**config.mk**
```make
export PLATFORM = sky130hd
export DESIGN_NAME = alu_req_sched_flat
export DESIGN_NICKNAME = d
export VERILOG_FILES = /design/src/rtl/alu_req_sched_pkg.sv /design/src/rtl/alu_req_sched_if.sv /design/src/rtl/alu_req_sched_rr_arb2.sv /design/src/rtl/alu_req_sched.sv /design/src/flat_wrapper.sv
export SDC_FILE = /design/constraint.sdc
export NUM_CORES = 1
export LEC_CHECK = 0
export ABC_AREA = 0
export BUFFER_PORTS_ARGS = -buffer_cell sky130_fd_sc_hd__buf_2
export CAP_MARGIN = 20
export CORE_MARGIN = 3
export CORE_UTILIZATION = 38
export DETAILED_ROUTE_END_ITERATION = 10
export PLACE_DENSITY = 0.8
export SYNTH_ARGS = -nofsm -noshare
export SYNTH_HDL_FRONTEND = slang
export SYNTH_SLANG_ARGS = --single-unit
```
**constraint.sdc**
```tcl
create_clock -name CLK -period 1.4 [get_ports CLK]
set_input_delay 0.42 -clock CLK [delete_from_list [all_inputs] [get_ports CLK]]
set_output_delay 0.42 -clock CLK [all_outputs]
set_load 0.05 [all_outputs]
```
**src/rtl/alu_req_sched_pkg.sv**
```systemverilog
// rtl/alu_req_sched_pkg.sv - shared FSM encoding and ALU unit-select codes
package alu_req_sched_pkg;

    typedef enum logic [1:0] {
        S_IDLE  = 2'd0,
        S_ISSUE = 2'd1,
        S_WAIT  = 2'd2,
        S_RESP  = 2'd3
    } state_t;

    localparam logic [1:0] UNIT_ARITH = 2'b00;
    localparam logic [1:0] UNIT_LOGIC = 2'b01;
    localparam logic [1:0] UNIT_CMP   = 2'b10;
    localparam logic [1:0] UNIT_SHIFT = 2'b11;

endpackage

```
**src/rtl/alu_req_sched_if.sv**
```systemverilog
// rtl/alu_req_sched_if.sv - request, response and ALU-side signal bundle
interface alu_req_sched_if #(
    parameter int WIDTH = 16
);
    logic               req0_valid;
    logic               req0_ready;
    logic [WIDTH-1:0]   req0_a;
    logic [WIDTH-1:0]   req0_b;
    logic [3:0]         req0_fun;
    logic               req1_valid;
    logic               req1_ready;
    logic [WIDTH-1:0]   req1_a;
    logic [WIDTH-1:0]   req1_b;
    logic [3:0]         req1_fun;
    logic               resp_valid;
    logic               resp_ready;
    logic               resp_id;
    logic [2*WIDTH-1:0] resp_data;
    logic               resp_carry;
    logic               busy;
    logic [WIDTH-1:0]   alu_a;
    logic [WIDTH-1:0]   alu_b;
    logic [3:0]         alu_fun;
    logic [2*WIDTH-1:0] alu_arith_out;
    logic               alu_carry_out;
    logic [WIDTH-1:0]   alu_logic_out;
    logic [1:0]         alu_cmp_out;
    logic [WIDTH-1:0]   alu_shift_out;

    modport master (
        output req0_valid, req0_a, req0_b, req0_fun,
        output req1_valid, req1_a, req1_b, req1_fun,
        input  req0_ready, req1_ready,
        input  resp_valid, resp_id, resp_data, resp_carry,
        output resp_ready,
        input  busy, alu_a, alu_b, alu_fun,
        output alu_arith_out, alu_carry_out, alu_logic_out, alu_cmp_out, alu_shift_out
    );

    modport slave (
        input  req0_valid, req0_a, req0_b, req0_fun,
        input  req1_valid, req1_a, req1_b, req1_fun,
        output req0_ready, req1_ready,
        output resp_valid, resp_id, resp_data, resp_carry,
        input  resp_ready,
        output busy, alu_a, alu_b, alu_fun,
        input  alu_arith_out, alu_carry_out, alu_logic_out, alu_cmp_out, alu_shift_out
    );
endinterface

```
**src/rtl/alu_req_sched_rr_arb2.sv**
```systemverilog
// rtl/alu_req_sched_rr_arb2.sv - two-way round-robin arbiter
module rr_arb2 (
    input  logic [1:0] req,
    input  logic       last_grant,
    output logic       grant,
    output logic       gnt_valid
);
    // On contention the requester that did not win last time is chosen.
    assign grant     = (req == 2'b11) ? ~last_grant : req[1];
    assign gnt_valid = |req;
endmodule

```
**src/rtl/alu_req_sched.sv**
```systemverilog
// rtl/alu_req_sched.sv - two-requester scheduler in front of a registered 4-unit ALU
module alu_req_sched
    import alu_req_sched_pkg::*;
#(
    parameter int WIDTH   = 16,
    parameter int ALU_LAT = 1
) (
    input  logic          CLK,
    input  logic          RST,
    alu_req_sched_if.slave bus
);
    localparam int CW = (ALU_LAT > 1) ? $clog2(ALU_LAT) : 1;

    state_t               state;
    logic                 last_grant;
    logic [CW-1:0]        lat_cnt;
    logic                 grant;
    logic                 gnt_valid;
    logic                 accept;
    logic [2*WIDTH-1:0]   cap_data;
    logic                 cap_carry;

    rr_arb2 u_arb (
        .req        ({bus.req1_valid, bus.req0_valid}),
        .last_grant (last_grant),
        .grant      (grant),
        .gnt_valid  (gnt_valid)
    );

    assign accept         = (state == S_IDLE) && gnt_valid;
    assign bus.req0_ready = accept && !grant;
    assign bus.req1_ready = accept && grant;
    assign bus.busy       = (state != S_IDLE);

    // Non-arith units are zero-extended and never report a carry.
    always_comb begin
        cap_data  = '0;
        cap_carry = 1'b0;
        case (bus.alu_fun[3:2])
            UNIT_ARITH: begin
                cap_data  = bus.alu_arith_out;
                cap_carry = bus.alu_carry_out;
            end
            UNIT_LOGIC: cap_data[WIDTH-1:0] = bus.alu_logic_out;
            UNIT_CMP:   cap_data[1:0]       = bus.alu_cmp_out;
            default:    cap_data[WIDTH-1:0] = bus.alu_shift_out;
        endcase
    end

    always_ff @(posedge CLK) begin
        if (!RST) begin
            state          <= S_IDLE;
            last_grant     <= 1'b1;
            lat_cnt        <= '0;
            bus.alu_a      <= '0;
            bus.alu_b      <= '0;
            bus.alu_fun    <= '0;
            bus.resp_valid <= 1'b0;
            bus.resp_id    <= 1'b0;
            bus.resp_data  <= '0;
            bus.resp_carry <= 1'b0;
        end else begin
            case (state)
                S_IDLE: begin
                    if (gnt_valid) begin
                        bus.alu_a   <= grant ? bus.req1_a   : bus.req0_a;
                        bus.alu_b   <= grant ? bus.req1_b   : bus.req0_b;
                        bus.alu_fun <= grant ? bus.req1_fun : bus.req0_fun;
                        bus.resp_id <= grant;
                        last_grant  <= grant;
                        state       <= S_ISSUE;
                    end
                end
                S_ISSUE: begin
                    lat_cnt <= CW'(ALU_LAT - 1);
                    state   <= S_WAIT;
                end
                S_WAIT: begin
                    if (lat_cnt == '0) begin
                        bus.resp_data  <= cap_data;
                        bus.resp_carry <= cap_carry;
                        bus.resp_valid <= 1'b1;
                        state          <= S_RESP;
                    end else begin
                        lat_cnt <= lat_cnt - 1'b1;
                    end
                end
                S_RESP: begin
                    if (bus.resp_ready) begin
                        bus.resp_valid <= 1'b0;
                        state          <= S_IDLE;
                    end
                end
                default: state <= S_IDLE;
            endcase
        end
    end
endmodule

```
**src/flat_wrapper.sv**
```systemverilog
// flat-port wrapper written by rule: the top's interface ports become plain ports
module alu_req_sched_flat import alu_req_sched_pkg::*;
#(
    parameter int WIDTH   = 16,
    parameter int ALU_LAT = 1
)
  (CLK, RST, bus_req0_valid, bus_req0_a, bus_req0_b, bus_req0_fun, bus_req1_valid, bus_req1_a, bus_req1_b, bus_req1_fun, bus_req0_ready, bus_req1_ready, bus_resp_valid, bus_resp_id, bus_resp_data, bus_resp_carry, bus_resp_ready, bus_busy, bus_alu_a, bus_alu_b, bus_alu_fun, bus_alu_arith_out, bus_alu_carry_out, bus_alu_logic_out, bus_alu_cmp_out, bus_alu_shift_out);
  alu_req_sched_if #(.WIDTH(WIDTH)) bus_i ();
  input  logic CLK;
  input  logic RST;
  input wire logic [$bits(bus_i.req0_valid)-1:0] bus_req0_valid;
  input wire logic [$bits(bus_i.req0_a)-1:0] bus_req0_a;
  input wire logic [$bits(bus_i.req0_b)-1:0] bus_req0_b;
  input wire logic [$bits(bus_i.req0_fun)-1:0] bus_req0_fun;
  input wire logic [$bits(bus_i.req1_valid)-1:0] bus_req1_valid;
  input wire logic [$bits(bus_i.req1_a)-1:0] bus_req1_a;
  input wire logic [$bits(bus_i.req1_b)-1:0] bus_req1_b;
  input wire logic [$bits(bus_i.req1_fun)-1:0] bus_req1_fun;
  output wire logic [$bits(bus_i.req0_ready)-1:0] bus_req0_ready;
  output wire logic [$bits(bus_i.req1_ready)-1:0] bus_req1_ready;
  output wire logic [$bits(bus_i.resp_valid)-1:0] bus_resp_valid;
  output wire logic [$bits(bus_i.resp_id)-1:0] bus_resp_id;
  output wire logic [$bits(bus_i.resp_data)-1:0] bus_resp_data;
  output wire logic [$bits(bus_i.resp_carry)-1:0] bus_resp_carry;
  input wire logic [$bits(bus_i.resp_ready)-1:0] bus_resp_ready;
  output wire logic [$bits(bus_i.busy)-1:0] bus_busy;
  output wire logic [$bits(bus_i.alu_a)-1:0] bus_alu_a;
  output wire logic [$bits(bus_i.alu_b)-1:0] bus_alu_b;
  output wire logic [$bits(bus_i.alu_fun)-1:0] bus_alu_fun;
  input wire logic [$bits(bus_i.alu_arith_out)-1:0] bus_alu_arith_out;
  input wire logic [$bits(bus_i.alu_carry_out)-1:0] bus_alu_carry_out;
  input wire logic [$bits(bus_i.alu_logic_out)-1:0] bus_alu_logic_out;
  input wire logic [$bits(bus_i.alu_cmp_out)-1:0] bus_alu_cmp_out;
  input wire logic [$bits(bus_i.alu_shift_out)-1:0] bus_alu_shift_out;
  assign bus_i.req0_valid = bus_req0_valid;
  assign bus_i.req0_a = bus_req0_a;
  assign bus_i.req0_b = bus_req0_b;
  assign bus_i.req0_fun = bus_req0_fun;
  assign bus_i.req1_valid = bus_req1_valid;
  assign bus_i.req1_a = bus_req1_a;
  assign bus_i.req1_b = bus_req1_b;
  assign bus_i.req1_fun = bus_req1_fun;
  assign bus_req0_ready = bus_i.req0_ready;
  assign bus_req1_ready = bus_i.req1_ready;
  assign bus_resp_valid = bus_i.resp_valid;
  assign bus_resp_id = bus_i.resp_id;
  assign bus_resp_data = bus_i.resp_data;
  assign bus_resp_carry = bus_i.resp_carry;
  assign bus_i.resp_ready = bus_resp_ready;
  assign bus_busy = bus_i.busy;
  assign bus_alu_a = bus_i.alu_a;
  assign bus_alu_b = bus_i.alu_b;
  assign bus_alu_fun = bus_i.alu_fun;
  assign bus_i.alu_arith_out = bus_alu_arith_out;
  assign bus_i.alu_carry_out = bus_alu_carry_out;
  assign bus_i.alu_logic_out = bus_alu_logic_out;
  assign bus_i.alu_cmp_out = bus_alu_cmp_out;
  assign bus_i.alu_shift_out = bus_alu_shift_out;
  alu_req_sched #(.WIDTH(WIDTH), .ALU_LAT(ALU_LAT)) u_core (.CLK(CLK), .RST(RST), .bus(bus_i));
endmodule
```
==> results of run 1 <==
[repair_timing]
item	4_1_cts	5_1_grt
cloned	1	9
endpoints found under the hold margin	0	0
setup endpoints to repair	64	104
gates resized for setup	21	72
buffers inserted	8	8
pin swaps	1	17
[kinds of logic (layout without fill, tap and decap cells)]
family | Yosys count | count (layout) | synth area share (%)
adder cells (fa/ha/maj) | 4 | 4 | 1.54
multiplexers | 20 | 20 | 6.94
AND/OR/NAND/NOR | 111 | 111 | 18.6
flip-flops | 74 | 74 | 45.7
AO/OA/AOI/OAI | 91 | 91 | 21.6
buffers and inverters | 34 | 285 | 5.67
[registers in the layout, summed over array words and instances, names as in the netlist]
signal	flops
u_core.bus.resp_data	32
u_core.bus.alu_a	16
u_core.bus.alu_b	16
u_core.bus.alu_fun	4
u_core.state	2
u_core.bus.resp_carry	1
u_core.bus.resp_id	1
u_core.bus.resp_valid	1
u_core.last_grant	1
[metal layers]
layer | vias to the layer above | part of all wire, % | wire (um) | track usage (%)
met3 | 27 | 8.6 | 992 | 5.64
met5 | - | 0 | 0 | 0
met4 | 0 | 2.1 | 239 | 8.82
met2 | 169 | 50 | 5790 | 35.2
li1 | 1716 | - | - | -
met1 | 1688 | 39 | 4500 | 25.0
[power breakdown]
part | total (uW) | internal (uW) | leakage, uW | switching [uW]
logic | 6690 | 2730 | 0.00200 | 3960
registers | 3060 | 2700 | 0.000608 | 357
clock network | 1970 | 1190 | 0.000118 | 786
[cell type report]
type | instances | share of cell area (%)
clock inverter | 5 | 1.86
inverter | 6 | 0.482
clock buffer | 11 | 2.41
tap | 105 | 2.41
multi-input combinational | 226 | 31.8
sequential | 74 | 27.3
timing repair buffer | 263 | 33.7
[final timing paths]
| check | start | to | slack (ps) | cells past startpoint |
|---|---|---|---|---|
| setup reg to reg | u_core.state[1] | u_core.bus.alu_b[7] | -290 | 8 |
| setup / recovery | u_core.state[1] | bus_req1_ready | -340 | 5 |
| hold reg to reg | u_core.bus.resp_data[1] | u_core.bus.resp_data[1] | 500 | 2 |
| hold / removal | bus_req0_a[9] | u_core.bus.alu_a[9] | 300 | 2 |
[synth_stat cells]
master and count:
and3_1 36, nor3b_2 1, clkbuf_1 16, nor2_1 20
o32a_1 1, buf_1 1, o21a_1 1, mux4_2 2
or2_2 14, nand2_1 19, buf_2 3, buf_6 6
a22oi_1 1, nor2b_1 17, a31oi_1 14, ha_1 4
mux2i_1 18, dfxtp_1 74, a21oi_1 19, o211ai_1 1
a211oi_4 2, inv_1 6, buf_4 2, nand2_2 2
and2_0 2, a221o_1 36, o21ai_2 1, o21ai_0 15
[worst reg2reg max path: cells and delay by family, from the launching register on]
family,cells,cell delay (ps)
buffers and inverters,4,500
AOI/OAI and AO/OA,2,370
DFF,1,330
adders and majority gates,1,210
and+or+nand+nor,1,180
[through the flow]
stage | std cells | utilization, % | hold WS (ps) | TNS (ps) | setup slack, ps
floorplan | 334 | - | 460 | -75.8 | -36.7
global route | 690 | 66.0 | 283 | -13910 | -418
global placement | 650 | 55.6 | 480 | -7000 | -255
finish | 690 | 66.0 | 299 | -10420 | -344
detailed placement | 650 | 55.6 | 488 | -8820 | -360
CTS | 675 | 60.5 | 279 | -7500 | -354
==> metrics, run 1 <==
Worst-Skew Late Latency=between 300 and 400 ps; Post-DRT Antenna Nets=0; failing checks=negative setup slack; pwr/cell area=around 2100 mW/mm^2; Chip Width=98.4 um; CP bufs+invs=2; routed vias=3,600; core area=roughly 0.0083 mm^2; Synth area leader=dfxtp_1; CP Data Arrival Time=1320 ps; largest net degree at the start of global routing=50; routed vias/inst=approximately 5.2; Hold Crit Class=in2reg; PnR worst setup slack=-344 ps; Layout area overhead=68.2%; Slowest-stage cell, CP=dfxtp_2; delay-heaviest family, CP=flip-flops; crit start category=register; Initial Utilization=between 30% and 40%; Max stage delay on crit path=330 ps; Worst slew margin=73.5%; Synth Instances=between 300 and 400; period utilisation layout=125%; antenna cells=0; Worst VDD drop=1210 uV; Clock Skew=12.4 ps; clock buffer depth=2; synthesized area per cell=9.71 um^2; first-pass GRT wire length=16,500 um; share of cells above drive strength 1=roughly 57%; row count=33; Top Ports=roughly 220; TritonCTS clock tree=yes; clock root cell=clkbuf_8; CP required=~980 ps; DRC=0; Post-Route WL=around 12,000 um; nets@finish=728; drt wl/cell=16.7 um; post-synth top area share=45.7%; max-cap viol count=0; Post-DP HPWL=7570 um; total global-route track usage=20.9%; final instance area=roughly 0.0055 mm^2; die height=~100 um; most area-consuming cells after synthesis=dfxtp_1, a221o_1, and3_1; H-tree Lvls=3; Synth Warn #=0; library cells used by synthesis=28; Worst-path clk slew=~80 ps; synthesized area=0.00324 mm^2; Register Area=0.00149 mm^2; most frequent cells in the layout=buf_2, dfxtp_1, a221o_1, and3_1, clkbuf_4; GR Overflow Total=0; cell leakage power=0.00273 uW; minimum clock period=1740 ps; Port Buf Inserts=217; Clock Sinks=between 70 and 80; cts bufs inserted=9; Tot Pwr=11,700 uW; drt initial violations=197; Hold Buf Count CTS=0; Synthesized Nets=~480; Die Area=about 0.0097 mm^2; status=finished, violations left; Slew Limit Fails=0; Worst Max-Slew Pin Slew=a little under 400 ps; gpl congestion=0.812; flops & latches, synth=between 70 and 80; worst path cell trace=inv_2 > ha_4 > nand2_4 > a21oi_4 > buf_12; vias in the first global route=approximately 3,500; Worst Path Max Fanout=4; sequential fraction of the synthesis area=45.7%; leading cell type in the layout, fill and taps excluded=buf_2; dpl cell area=about 0.0046 mm^2; Final Hold Fails=0; RSZ-0062 raised after global routing=yes; Max Freq=574 MHz; WS Path Type=reg2out; CP endpoint kind=output pin; drt pass-1 iters=4; fill count=678; initial antenna violation count=0; final setup vio count=47; area of the multi-input gates=0.00173 mm^2
Power figures use the tool's default switching activity.
==> run 2, diff against run 1 <==
Settings changed: PLACE_DENSITY 0.8 to 0.77.
==> metrics, run 2 (synthesis results as in run 1) <==
DRT met1 WL=~4600 um; pwr/cell area=2130 mW/mm^2; Post-DP HPWL=7730 um; NetSw=5110 uW; hold_ws=~300 ps; initial antenna violation count=0; Max Freq=564 MHz; crit start category=register; Tot Pwr=about 12,000 uW; largest net degree at the start of global routing=50; total global-route track usage=20.8%; Top Ports=218; Chip Width=98.4 um; highest routed layer=met4; period utilisation layout=127%; clock buffer depth=2; Post-DRT Antenna Nets=0; max-cap viol count=0; Max stage delay on crit path=around 340 ps; CP Data Arrival Time=1350 ps; Most flops, register=u_core.bus.resp_data; TritonCTS clock tree=yes; failing checks=negative setup slack; vias in the first global route=3,456; Sw Ratio=43.6%; DRC=0; most frequent cells in the layout=buf_2, dfxtp_1, and3_1, a221o_1, buf_4; gpl congestion=0.805; setup tns final=-9010 ps; PnR worst setup slack=-374 ps; Worst Max-Slew Pin Slew=346 ps; status=finished, violations left; die height=98.4 um; Hold Crit Class=in2reg; nets@finish=736; combinational share of power=between 50% and 60%; Post-Route WL=around 12,000 um; routed vias=3,623; Slew Limit Fails=0; Worst-Skew Late Latency=around 340 ps; Clock Skew=between 8 and 9 ps; Initial Utilization=39.3%; WS Path Type=reg2out; Worst Path Max Fanout=4; first-pass GRT wire length=~16,000 um; Die Area=0.00968 mm^2; RSZ-0062 raised after global routing=yes; clock network fraction of total power=~16%; routed vias/inst=5.19; GR Overflow Total=0; Largest regs=u_core.bus.resp_data: 32 flops, u_core.bus.alu_a: 16 flops, u_core.bus.alu_b: 16 flops; WL met2=5960 um; antenna cells=0; share of cells above drive strength 1=56.3%; core area=0.00826 mm^2; routed wl met3=973 um; Pint=6610 uW; fill count=648; drt initial violations=around 120; Worst VDD drop=1150 uV; cell leakage power=0.00276 uW; Slowest-stage cell, CP=dfxtp_2; minimum clock period=between 1500 and 2000 ps; register share of total power=between 20% and 30%; CP required=980 ps; final setup vio count=44; Layout area overhead=69.3%; max reg flops=32; Port Buf Inserts=between 200 and 250; row count=33; cts bufs inserted=9; Worst-path clk slew=80 ps; clock root cell=clkbuf_8; Hold Buf Count CTS=0; leading cell type in the layout, fill and taps excluded=buf_2; Clock Sinks=74; CP endpoint kind=output pin; H-tree Lvls=3; drt wl/cell=16.9 um; Final Hold Fails=0; Worst slew margin=76.8%; drt pass-1 iters=4; worst path cell trace=inv_2 > ha_4 > nand2_4 > a21oi_4 > buf_12
## run 2: cell types whose count changed in the layout (fill, tap and decap cells not counted), sizes merged
cell / delta
clkbuf: -6
clkinvlp: +1
bufbuf: -1
buf: +16
inv: -1
bufinv: -1
## run 2: what timing repair did
action,CTS,global route
pin swaps,5,28
gates resized for setup,24,66
hold endpoints to repair,0,0
setup endpoints to repair,62,98
buffers inserted,11,9
gates cloned,1,9
## run 2: per-layer routing
| layer | vias to the layer above | track usage [%] |
|---|---|---|
| met3 | 21 | 5.14 |
| li1 | 1733 | - |
| met5 | - | 0 |
| met4 | 0 | 8.09 |
| met2 | 187 | 36.1 |
| met1 | 1682 | 24.6 |
## run 2: through the flow
stage	setup WS [ps]	instances	util, %	area (um^2)
after detailed placement	-325	654	56.1	4630
after floorplan	-36.7	334	-	3290
final	-374	698	66.5	5490
after global placement	-228	654	56.1	4630
after global routing	-435	698	66.5	5490
after CTS	-380	682	61.3	5060
## run 2: worst paths after layout
path                                                end  slack (ps)                    start  depth (start not counted)
worst min register to register  u_core.bus.resp_data[0]         500  u_core.bus.resp_data[0]                          2
worst min-delay path                u_core.bus.alu_b[0]         300            bus_req0_b[0]                          2
worst max register to register     u_core.bus.alu_b[12]        -240          u_core.state[1]                          8
worst max-delay path                     bus_req1_ready        -370          u_core.state[1]                          5
## run 2: power groups by stage
stage / clock, uW / sequential (uW) / combinational (uW)
after floorplan: 0 / 4850 / 1970
after global placement: 0 / 3030 / 5240
after detailed placement: 0 / 3040 / 5330
after CTS: 1930 / 3030 / 5830
after global routing: 2000 / 3110 / 7120
final: 1890 / 3040 / 6780
## run 2: layout make-up
type,instances,area [um^2],share of cell area (%)
clock buffer,12,156,2.85
multi-input combinational,226,1710,31.1
sequential,74,1490,27.2
clock inverter,4,72.6,1.32
inverter,6,28.8,0.524
tap,105,131,2.39
timing repair buffer,271,1900,34.7
## run 2: worst max-delay path: cells and delay by family (launching register included)
family          cells  cell delay, ps
compound gates      1             190
fa+ha+maj           1             190
buf+inv             2             250
flops               1             340
simple gates        1              60
